**config.mk**
```make
export PLATFORM = sky130hd
export DESIGN_NAME = apb_sccb_master_flat
export DESIGN_NICKNAME = d
export VERILOG_FILES = /design/src/rtl/apb_sccb_master_if.sv /design/src/rtl/apb_sccb_master.sv /design/src/flat_wrapper.sv
export SDC_FILE = /design/constraint.sdc
export NUM_CORES = 1
export LEC_CHECK = 0
export CAP_MARGIN = 30
export CORE_ASPECT_RATIO = 0.7
export CORE_MARGIN = 8
export CORE_UTILIZATION = 60
export CTS_BUF_LIST = sky130_fd_sc_hd__clkbuf_4 sky130_fd_sc_hd__clkbuf_8
export DETAILED_ROUTE_END_ITERATION = 10
export DONT_BUFFER_PORTS = 1
export PLACE_DENSITY = 0.83
export SYNTH_ARGS = -nofsm -noshare
export SYNTH_HDL_FRONTEND = slang
export SYNTH_SLANG_ARGS = --single-unit
```
**constraint.sdc**
```tcl
create_clock -name PCLK -period 2.2 [get_ports PCLK]
set_input_delay 0.11 -clock PCLK [delete_from_list [all_inputs] [get_ports PCLK]]
set_output_delay 0.11 -clock PCLK [all_outputs]
set_load 0.02 [all_outputs]
```
**src/rtl/apb_sccb_master_if.sv**
```systemverilog
// APB slave-side bus bundle for apb_sccb_master.
// The master modport is the bus initiator (CPU side); the slave modport is the peripheral.
interface apb_sccb_master_if;
    logic        PSEL;
    logic [11:2] PADDR;
    logic        PENABLE;
    logic        PWRITE;
    logic [31:0] PWDATA;
    logic [31:0] PRDATA;
    logic        PREADY;
    logic        PSLVERR;

    modport master (
        output PSEL, PADDR, PENABLE, PWRITE, PWDATA,
        input  PRDATA, PREADY, PSLVERR
    );

    modport slave (
        input  PSEL, PADDR, PENABLE, PWRITE, PWDATA,
        output PRDATA, PREADY, PSLVERR
    );
endinterface

```
**src/rtl/apb_sccb_master.sv**
```systemverilog
// APB-programmable SCCB master for OV5640 register loading.
// Issues 3-phase writes or 2-phase-write + 2-phase-read transactions with a
// 16-bit register address. Optional macro SCCB_ACK_CHECK_EN: when defined, a
// high ACK bit aborts the transfer (STOP, NACK set, DONE left 0).
module apb_sccb_master #(
    parameter int         CLK_DIV  = 125,
    parameter logic [6:0] DEV_ADDR = 7'h3C
) (
    input  logic                      PCLK,
    input  logic                      PRESETN,
    apb_sccb_master_if.slave          apb,
    output logic                      sccb_scl,
    output logic                      sccb_sda_o,
    output logic                      sccb_sda_oe,
    input  logic                      sccb_sda_i,
    output logic                      irq
);
    typedef enum logic [2:0] {
        S_IDLE, S_START, S_TX_BIT, S_TX_ACK, S_RX_BIT, S_RX_NA, S_STOP
    } state_t;

    localparam logic [15:0] DIV_LAST = 16'(CLK_DIV - 1);

    state_t      state_q, state_d;
    logic [15:0] div_q, div_d;
    logic [1:0]  qtr_q, qtr_d;
    logic [2:0]  bit_q, bit_d;
    logic [1:0]  byte_q, byte_d;
    logic [7:0]  sh_q, sh_d;
    logic        phase2_q, phase2_d;
    logic        abort_q, abort_d;
    logic        rd_q, rd_d;
    logic        irq_en_q, irq_en_d;
    logic [15:0] regaddr_q, regaddr_d;
    logic [7:0]  wdata_q, wdata_d;
    logic        done_q, done_d;
    logic        nack_q, nack_d;
    logic [7:0]  rdata_q, rdata_d;

    logic        busy, tick, qend, qsamp, wr_en, mapped;
    logic [2:0]  off;
    logic        unused_pwdata;

    assign busy   = (state_q != S_IDLE);
    assign tick   = (div_q == DIV_LAST);
    assign qend   = tick && (qtr_q == 2'd3);
    assign qsamp  = tick && (qtr_q == 2'd2);
    assign wr_en  = apb.PSEL & apb.PENABLE & apb.PWRITE;
    assign mapped = (apb.PADDR[11:5] == 7'd0);
    assign off    = apb.PADDR[4:2];
    assign unused_pwdata = ^apb.PWDATA[31:16];

    assign apb.PREADY  = 1'b1;
    assign apb.PSLVERR = 1'b0;
    assign sccb_sda_o  = 1'b0;
    assign irq         = irq_en_q & (done_q | nack_q);

    // Byte to shift out: phase 2 always sends the read ID, phase 1 walks ID/ADDR_H/ADDR_L/WDATA.
    function automatic logic [7:0] tx_byte(input logic p2, input logic [1:0] idx,
                                           input logic [15:0] ra, input logic [7:0] wd);
        if (p2) return {DEV_ADDR, 1'b1};
        case (idx)
            2'd0:    return {DEV_ADDR, 1'b0};
            2'd1:    return ra[15:8];
            2'd2:    return ra[7:0];
            default: return wd;
        endcase
    endfunction

    // APB register reads: combinational, zero when not a selected read.
    always_comb begin
        apb.PRDATA = 32'd0;
        if (apb.PSEL && !apb.PWRITE && mapped) begin
            case (off)
                3'd0:    apb.PRDATA = {29'd0, irq_en_q, rd_q, 1'b0};
                3'd1:    apb.PRDATA = {16'd0, regaddr_q};
                3'd2:    apb.PRDATA = {24'd0, wdata_q};
                3'd3:    apb.PRDATA = {29'd0, nack_q, done_q, busy};
                3'd4:    apb.PRDATA = {24'd0, rdata_q};
                default: apb.PRDATA = 32'd0;
            endcase
        end
    end

    // Next-state: APB register writes, bit-timing divider and transaction FSM.
    always_comb begin
        state_d   = state_q;
        div_d     = div_q;
        qtr_d     = qtr_q;
        bit_d     = bit_q;
        byte_d    = byte_q;
        sh_d      = sh_q;
        phase2_d  = phase2_q;
        abort_d   = abort_q;
        rd_d      = rd_q;
        irq_en_d  = irq_en_q;
        regaddr_d = regaddr_q;
        wdata_d   = wdata_q;
        done_d    = done_q;
        nack_d    = nack_q;
        rdata_d   = rdata_q;

        if (wr_en && mapped) begin
            case (off)
                3'd0: if (!busy) begin
                    rd_d     = apb.PWDATA[1];
                    irq_en_d = apb.PWDATA[2];
                    if (apb.PWDATA[0]) begin
                        state_d  = S_START;
                        div_d    = 16'd0;
                        qtr_d    = 2'd0;
                        phase2_d = 1'b0;
                        abort_d  = 1'b0;
                        done_d   = 1'b0;
                        nack_d   = 1'b0;
                    end
                end
                3'd1: if (!busy) regaddr_d = apb.PWDATA[15:0];
                3'd2: if (!busy) wdata_d = apb.PWDATA[7:0];
                3'd3: begin
                    if (apb.PWDATA[1]) done_d = 1'b0;
                    if (apb.PWDATA[2]) nack_d = 1'b0;
                end
                default: ;
            endcase
        end

        if (busy) begin
            div_d = tick ? 16'd0 : div_q + 16'd1;
            if (tick) qtr_d = qtr_q + 2'd1;
        end

        case (state_q)
            S_START: if (qend) begin
                state_d = S_TX_BIT;
                sh_d    = tx_byte(phase2_q, 2'd0, regaddr_q, wdata_q);
                bit_d   = 3'd0;
                byte_d  = 2'd0;
            end
            S_TX_BIT: if (qend) begin
                if (bit_q == 3'd7) begin
                    state_d = S_TX_ACK;
                end else begin
                    bit_d = bit_q + 3'd1;
                    sh_d  = {sh_q[6:0], 1'b0};
                end
            end
            S_TX_ACK: begin
`ifdef SCCB_ACK_CHECK_EN
                if (qsamp && sccb_sda_i) begin
                    nack_d  = 1'b1;
                    abort_d = 1'b1;
                end
`endif
                if (qend) begin
                    bit_d = 3'd0;
                    if (abort_q) begin
                        state_d = S_STOP;
                    end else if (phase2_q) begin
                        state_d = S_RX_BIT;
                    end else if (byte_q == (rd_q ? 2'd2 : 2'd3)) begin
                        state_d = S_STOP;
                    end else begin
                        state_d = S_TX_BIT;
                        byte_d  = byte_q + 2'd1;
                        sh_d    = tx_byte(1'b0, byte_q + 2'd1, regaddr_q, wdata_q);
                    end
                end
            end
            S_RX_BIT: begin
                if (qsamp) sh_d = {sh_q[6:0], sccb_sda_i};
                if (qend) begin
                    if (bit_q == 3'd7) begin
                        state_d = S_RX_NA;
                        rdata_d = sh_q;
                    end else begin
                        bit_d = bit_q + 3'd1;
                    end
                end
            end
            S_RX_NA: if (qend) state_d = S_STOP;
            S_STOP: if (qend) begin
                if (rd_q && !phase2_q && !abort_q) begin
                    state_d  = S_START;
                    phase2_d = 1'b1;
                end else begin
                    state_d = S_IDLE;
                    if (!abort_q) done_d = 1'b1;
                end
            end
            default: ;
        endcase
    end

    // Bus pin levels derived from the current state and quarter.
    always_comb begin
        sccb_scl    = 1'b1;
        sccb_sda_oe = 1'b0;
        case (state_q)
            S_START:  sccb_sda_oe = qtr_q[1];
            S_TX_BIT: begin
                sccb_scl    = qtr_q[1];
                sccb_sda_oe = ~sh_q[7];
            end
            S_TX_ACK, S_RX_BIT, S_RX_NA: sccb_scl = qtr_q[1];
            S_STOP: begin
                sccb_scl    = (qtr_q != 2'd0);
                sccb_sda_oe = ~qtr_q[1];
            end
            default: ;
        endcase
    end

    // State and register update with synchronous active-low reset.
    always_ff @(posedge PCLK) begin
        if (!PRESETN) begin
            state_q   <= S_IDLE;
            div_q     <= 16'd0;
            qtr_q     <= 2'd0;
            bit_q     <= 3'd0;
            byte_q    <= 2'd0;
            sh_q      <= 8'd0;
            phase2_q  <= 1'b0;
            abort_q   <= 1'b0;
            rd_q      <= 1'b0;
            irq_en_q  <= 1'b0;
            regaddr_q <= 16'd0;
            wdata_q   <= 8'd0;
            done_q    <= 1'b0;
            nack_q    <= 1'b0;
            rdata_q   <= 8'd0;
        end else begin
            state_q   <= state_d;
            div_q     <= div_d;
            qtr_q     <= qtr_d;
            bit_q     <= bit_d;
            byte_q    <= byte_d;
            sh_q      <= sh_d;
            phase2_q  <= phase2_d;
            abort_q   <= abort_d;
            rd_q      <= rd_d;
            irq_en_q  <= irq_en_d;
            regaddr_q <= regaddr_d;
            wdata_q   <= wdata_d;
            done_q    <= done_d;
            nack_q    <= nack_d;
            rdata_q   <= rdata_d;
        end
    end
endmodule
```
**src/flat_wrapper.sv**
```systemverilog
// flat-port wrapper written by rule: the top's interface ports become plain ports
module apb_sccb_master_flat 
#(
    parameter int         CLK_DIV  = 125,
    parameter logic [6:0] DEV_ADDR = 7'h3C
)
  (PCLK, PRESETN, sccb_scl, sccb_sda_o, sccb_sda_oe, sccb_sda_i, irq, apb_PSEL, apb_PADDR, apb_PENABLE, apb_PWRITE, apb_PWDATA, apb_PRDATA, apb_PREADY, apb_PSLVERR);
  apb_sccb_master_if apb_i ();
  input  logic PCLK;
  input  logic PRESETN;
  output logic sccb_scl;
  output logic sccb_sda_o;
  output logic sccb_sda_oe;
  input  logic sccb_sda_i;
  output logic irq;
  input wire logic [$bits(apb_i.PSEL)-1:0] apb_PSEL;
  input wire logic [$bits(apb_i.PADDR)-1:0] apb_PADDR;
  input wire logic [$bits(apb_i.PENABLE)-1:0] apb_PENABLE;
  input wire logic [$bits(apb_i.PWRITE)-1:0] apb_PWRITE;
  input wire logic [$bits(apb_i.PWDATA)-1:0] apb_PWDATA;
  output wire logic [$bits(apb_i.PRDATA)-1:0] apb_PRDATA;
  output wire logic [$bits(apb_i.PREADY)-1:0] apb_PREADY;
  output wire logic [$bits(apb_i.PSLVERR)-1:0] apb_PSLVERR;
  assign apb_i.PSEL = apb_PSEL;
  assign apb_i.PADDR = apb_PADDR;
  assign apb_i.PENABLE = apb_PENABLE;
  assign apb_i.PWRITE = apb_PWRITE;
  assign apb_i.PWDATA = apb_PWDATA;
  assign apb_PRDATA = apb_i.PRDATA;
  assign apb_PREADY = apb_i.PREADY;
  assign apb_PSLVERR = apb_i.PSLVERR;
  apb_sccb_master #(.CLK_DIV(CLK_DIV), .DEV_ADDR(DEV_ADDR)) u_core (.PCLK(PCLK), .PRESETN(PRESETN), .apb(apb_i), .sccb_scl(sccb_scl), .sccb_sda_o(sccb_sda_o), .sccb_sda_oe(sccb_sda_oe), .sccb_sda_i(sccb_sda_i), .irq(irq));
endmodule
```
==> summary.txt <==
Status: finished clean
All-layer global routing usage: 0.238
Post-synth EDFFs: 0
Drt drc: 0
Clk buf depth: 2
Worst Setup EP: u_core.sh_q[2]$_SDFFE_PN0P_
Gr ovfl total: 0
Final WL: 11.9 mm
Worst path depth: 6
Crit path largest cell delay: 630 ps
Crit Reg-Reg Startpoint: u_core.div_q[14]$_SDFFE_PN0P_
Fin crit period: 2200 ps
Reg power frac: 0.451
Reg2Reg Depth: 6
Vias in the first global route: 3,821
Leak Pwr: 1.79 nW
Crit end category: flop
TritonCTS clock tree: yes
Share of the yosys chip area belonging to registers: 0.341
Final nets: 602
H-tree Lvls: 3
Hold crit path type: input pin to flop
CP cell instances: or4_4 -> or4_4 -> o21ai_4 -> buf_4 -> a41o_2 -> a21oi_2
Die Width: 115 µm
# rows: 25
Proportion of netlist area held by the largest area contributor: 0.341
Worst Slack Setup Final: 4.07 ps
Syn Inst Count: 516
Yosys cell types: 64
Pre-Repair DR Iteration Count: 6
Final count of pins violating max slew: 0
Worst Hold Slack: 19.3 ps
Warnings, synthesis: 0
Initial antenna violation count: 0
Port buffer count: 0
Layout cells sized above 1: 0.128
Internal power: 2.14 mW
Crit path max fanout: 6
R2R setup slack: 4 ps
Worst path buffer plus inverter count: 1
Placed inst area: 0.00427 mm²
1st-iter DRT viols: 523
RSZ-0062 raised after global routing: yes
Top sig layer: met4
Vias/cell: 6.45
Fmax: 0.455 GHz
Initial Util: 0.613
Wl on met1: 4.90 mm
Crit path launch: u_core.div_q[14]$_SDFFE_PN0P_
Final period util: 0.998
Clock group share of total power: 0.454
Crit path max-delay family: simple AND/OR/NAND/NOR gates
Max rail drop VDD: 0.421 mV
CTS Root Cell: clkbuf_8
Worst R2R End: u_core.sh_q[2]$_SDFFE_PN0P_
Gpl congestion: 0.909
Combinational group share of total power: 0.095
Power Dens Cells: 609 mW/mm²
DR vias: 4,141
Design Area, Final: 0.00472 mm²
Diode count: 0
Synth Area per Inst: 7.96 µm²
CP required: 2460 ps
First-pass GRT wire length: 18.7 mm
Most frequent CP cell: or4_4
Top FF cell, synth: dfxtp_1
Hold Fails Final Rpt: 0
CP max stage cell: or4_4
WL met3: 1.48 mm
I/O pin total: 86
P&R area growth vs syn: 14.9%
Drt wl/cell: 18.6 µm
Detailed-placement wirelength estimate: 8.37 mm
Core area: 0.00669 mm²
Final ANT Viol Nets: 0
NetSw: 0.736 mW
Ranking of synthesized cells by area: dfxtp_1, mux2i_1, a21oi_1
Synthesized flop and latch total: 70
Sw Ratio: 0.256
Slew @ Worst Pin: 937 ps
Largest net degree at the start of global routing: 26
Max-cap violations: 0
Clk slew on worst S/H paths: 80 ps
Final setup viols: 0
Worst Skew: 10.1 ps
Crit start category: flop
Worst-skew pair later-pin latency: 360 ps
Metal2 WL: 5.26 mm
Synth area leader: dfxtp_1
CTS Buf Count: 9
Chip height: 85.2 µm
Critical Path AT: 2460 ps
Worst Setup Slack post-DPL: -50.7 ps
Worst rel slew slack: 0.374
Setup TNS: 0 ps
Die area: 0.00979 mm²
Synthesized cell area: 0.00411 mm²
Total clock sinks: 70
Async SR Flop Fraction: 0
Finished Layout Cells: 642
WS Path Type: flop to flop
Inst Count DP: 607
## power by group through the flow
stage	combinational [mW]	clock (mW)	sequential (mW)
floorplan	0.209	0	1.32
global placement	0.223	0	1.32
detailed placement	0.229	0	1.32
CTS	0.263	1.31	1.29
global route	0.291	1.36	1.30
finish	0.274	1.30	1.30
## through the flow
| stage | util | power (mW) |
|---|---|---|
| after floorplan | - | 1.53 |
| after global placement | 0.637 | 1.55 |
| after detailed placement | 0.637 | 1.55 |
| after CTS | 0.701 | 2.86 |
| after global routing | 0.705 | 2.95 |
| final | 0.705 | 2.87 |
## synth_stat cells (5+ instances only)
master	number
dfxtp_1	70
nor2_1	53
a21oi_1	50
nand2_1	44
o21ai_0	38
clkbuf_1	29
mux2i_1	26
buf_4	19
a22oi_1	16
inv_1	16
and2_1	15
ha_1	11
nor3_1	11
nand3_1	9
nor2b_1	7
nor4_1	6
a31oi_1	5
## layer usage
metal	up-vias	track usage
li1	1880	-
met1	1964	0.306
met2	256	0.353
met3	41	0.0815
met4	0	0.0986
met5	-	0
## cells by family (layout without fill, tap and decap cells)
| family | count (synthesis) | after routing | synth area share |
|---|---|---|---|
| AOI/OAI and AO/OA | 154 | 154 | 0.243 |
| xor gates and xnor gates | 3 | 3 | 0.00640 |
| adders and majority gates | 11 | 11 | 0.0335 |
| buffers and inverters | 68 | 83 | 0.0817 |
| DFF | 70 | 70 | 0.341 |
| muxes | 30 | 30 | 0.0743 |
| other | 2 | 19 | 0.00183 |
| and+or+nand+nor | 178 | 178 | 0.218 |
## cell usage in the layout (no fill, tap or decap), drive strengths merged, types with 16 or more instances in the layout
cell type	synthesis	routed
inv	16	17
a22oi	16	16
dfxtp	70	70
o21ai	39	39
a21oi	50	50
conb	2	19
nand2	44	44
nor2	53	53
dlygate4sd3	0	17
buf	23	34
mux2i	26	26
## state kept, by name, indices dropped and copies added, names as in the netlist
register	cells
u_core.qtr_q	2
u_core.rdata_q	8
u_core.state_q	3
u_core.done_q	1
u_core.phase2_q	1
u_core.sh_q	8
u_core.div_q	16
u_core.rd_q	1
u_core.bit_q	3
u_core.regaddr_q	16
u_core.wdata_q	8
u_core.irq_en_q	1
u_core.byte_q	2
## cell type report
class	instances	area [µm²]
fillers	501	1980
flip-flops and latches	70	1400
repair buffers	51	438
inverters	16	60.1
well taps	94	118
multi-input cells	395	2450
clock buffers	9	124
clock inverters	7	121
## how the worst min path moves through the flow
| stage | end | start | cells past startpoint |
|---|---|---|---|
| floorplan | u_core.regaddr_q[0]$_SDFFE_PN0P_ | apb_PWDATA[0] | 2 |
| detailed placement | u_core.div_q[9]$_SDFFE_PN0P_ | PRESETN | 1 |
| global placement | u_core.div_q[9]$_SDFFE_PN0P_ | PRESETN | 1 |
| CTS | u_core.wdata_q[1]$_SDFFE_PN0P_ | apb_PADDR[0] | 3 |
| global route | u_core.wdata_q[1]$_SDFFE_PN0P_ | apb_PADDR[0] | 3 |
| finish | u_core.wdata_q[1]$_SDFFE_PN0P_ | apb_PADDR[0] | 3 |
## tightest hold or removal path, stage by stage
cell     delay (ps)
nor3_2           30
mux2i_1         130
nor2_1           60
## what timing repair did
| item | 4_1_cts | 5_1_grt |
|---|---|---|
| hold buffers | 17 | 0 |
| gates resized for setup | 2 | 3 |
| pin swaps | 1 | 2 |
| endpoints found under the setup margin | 10 | 13 |
| endpoints found under the hold margin | 39 | 0 |
| buffers inserted | 1 | 1 |
Power figures use the tool's default switching activity.
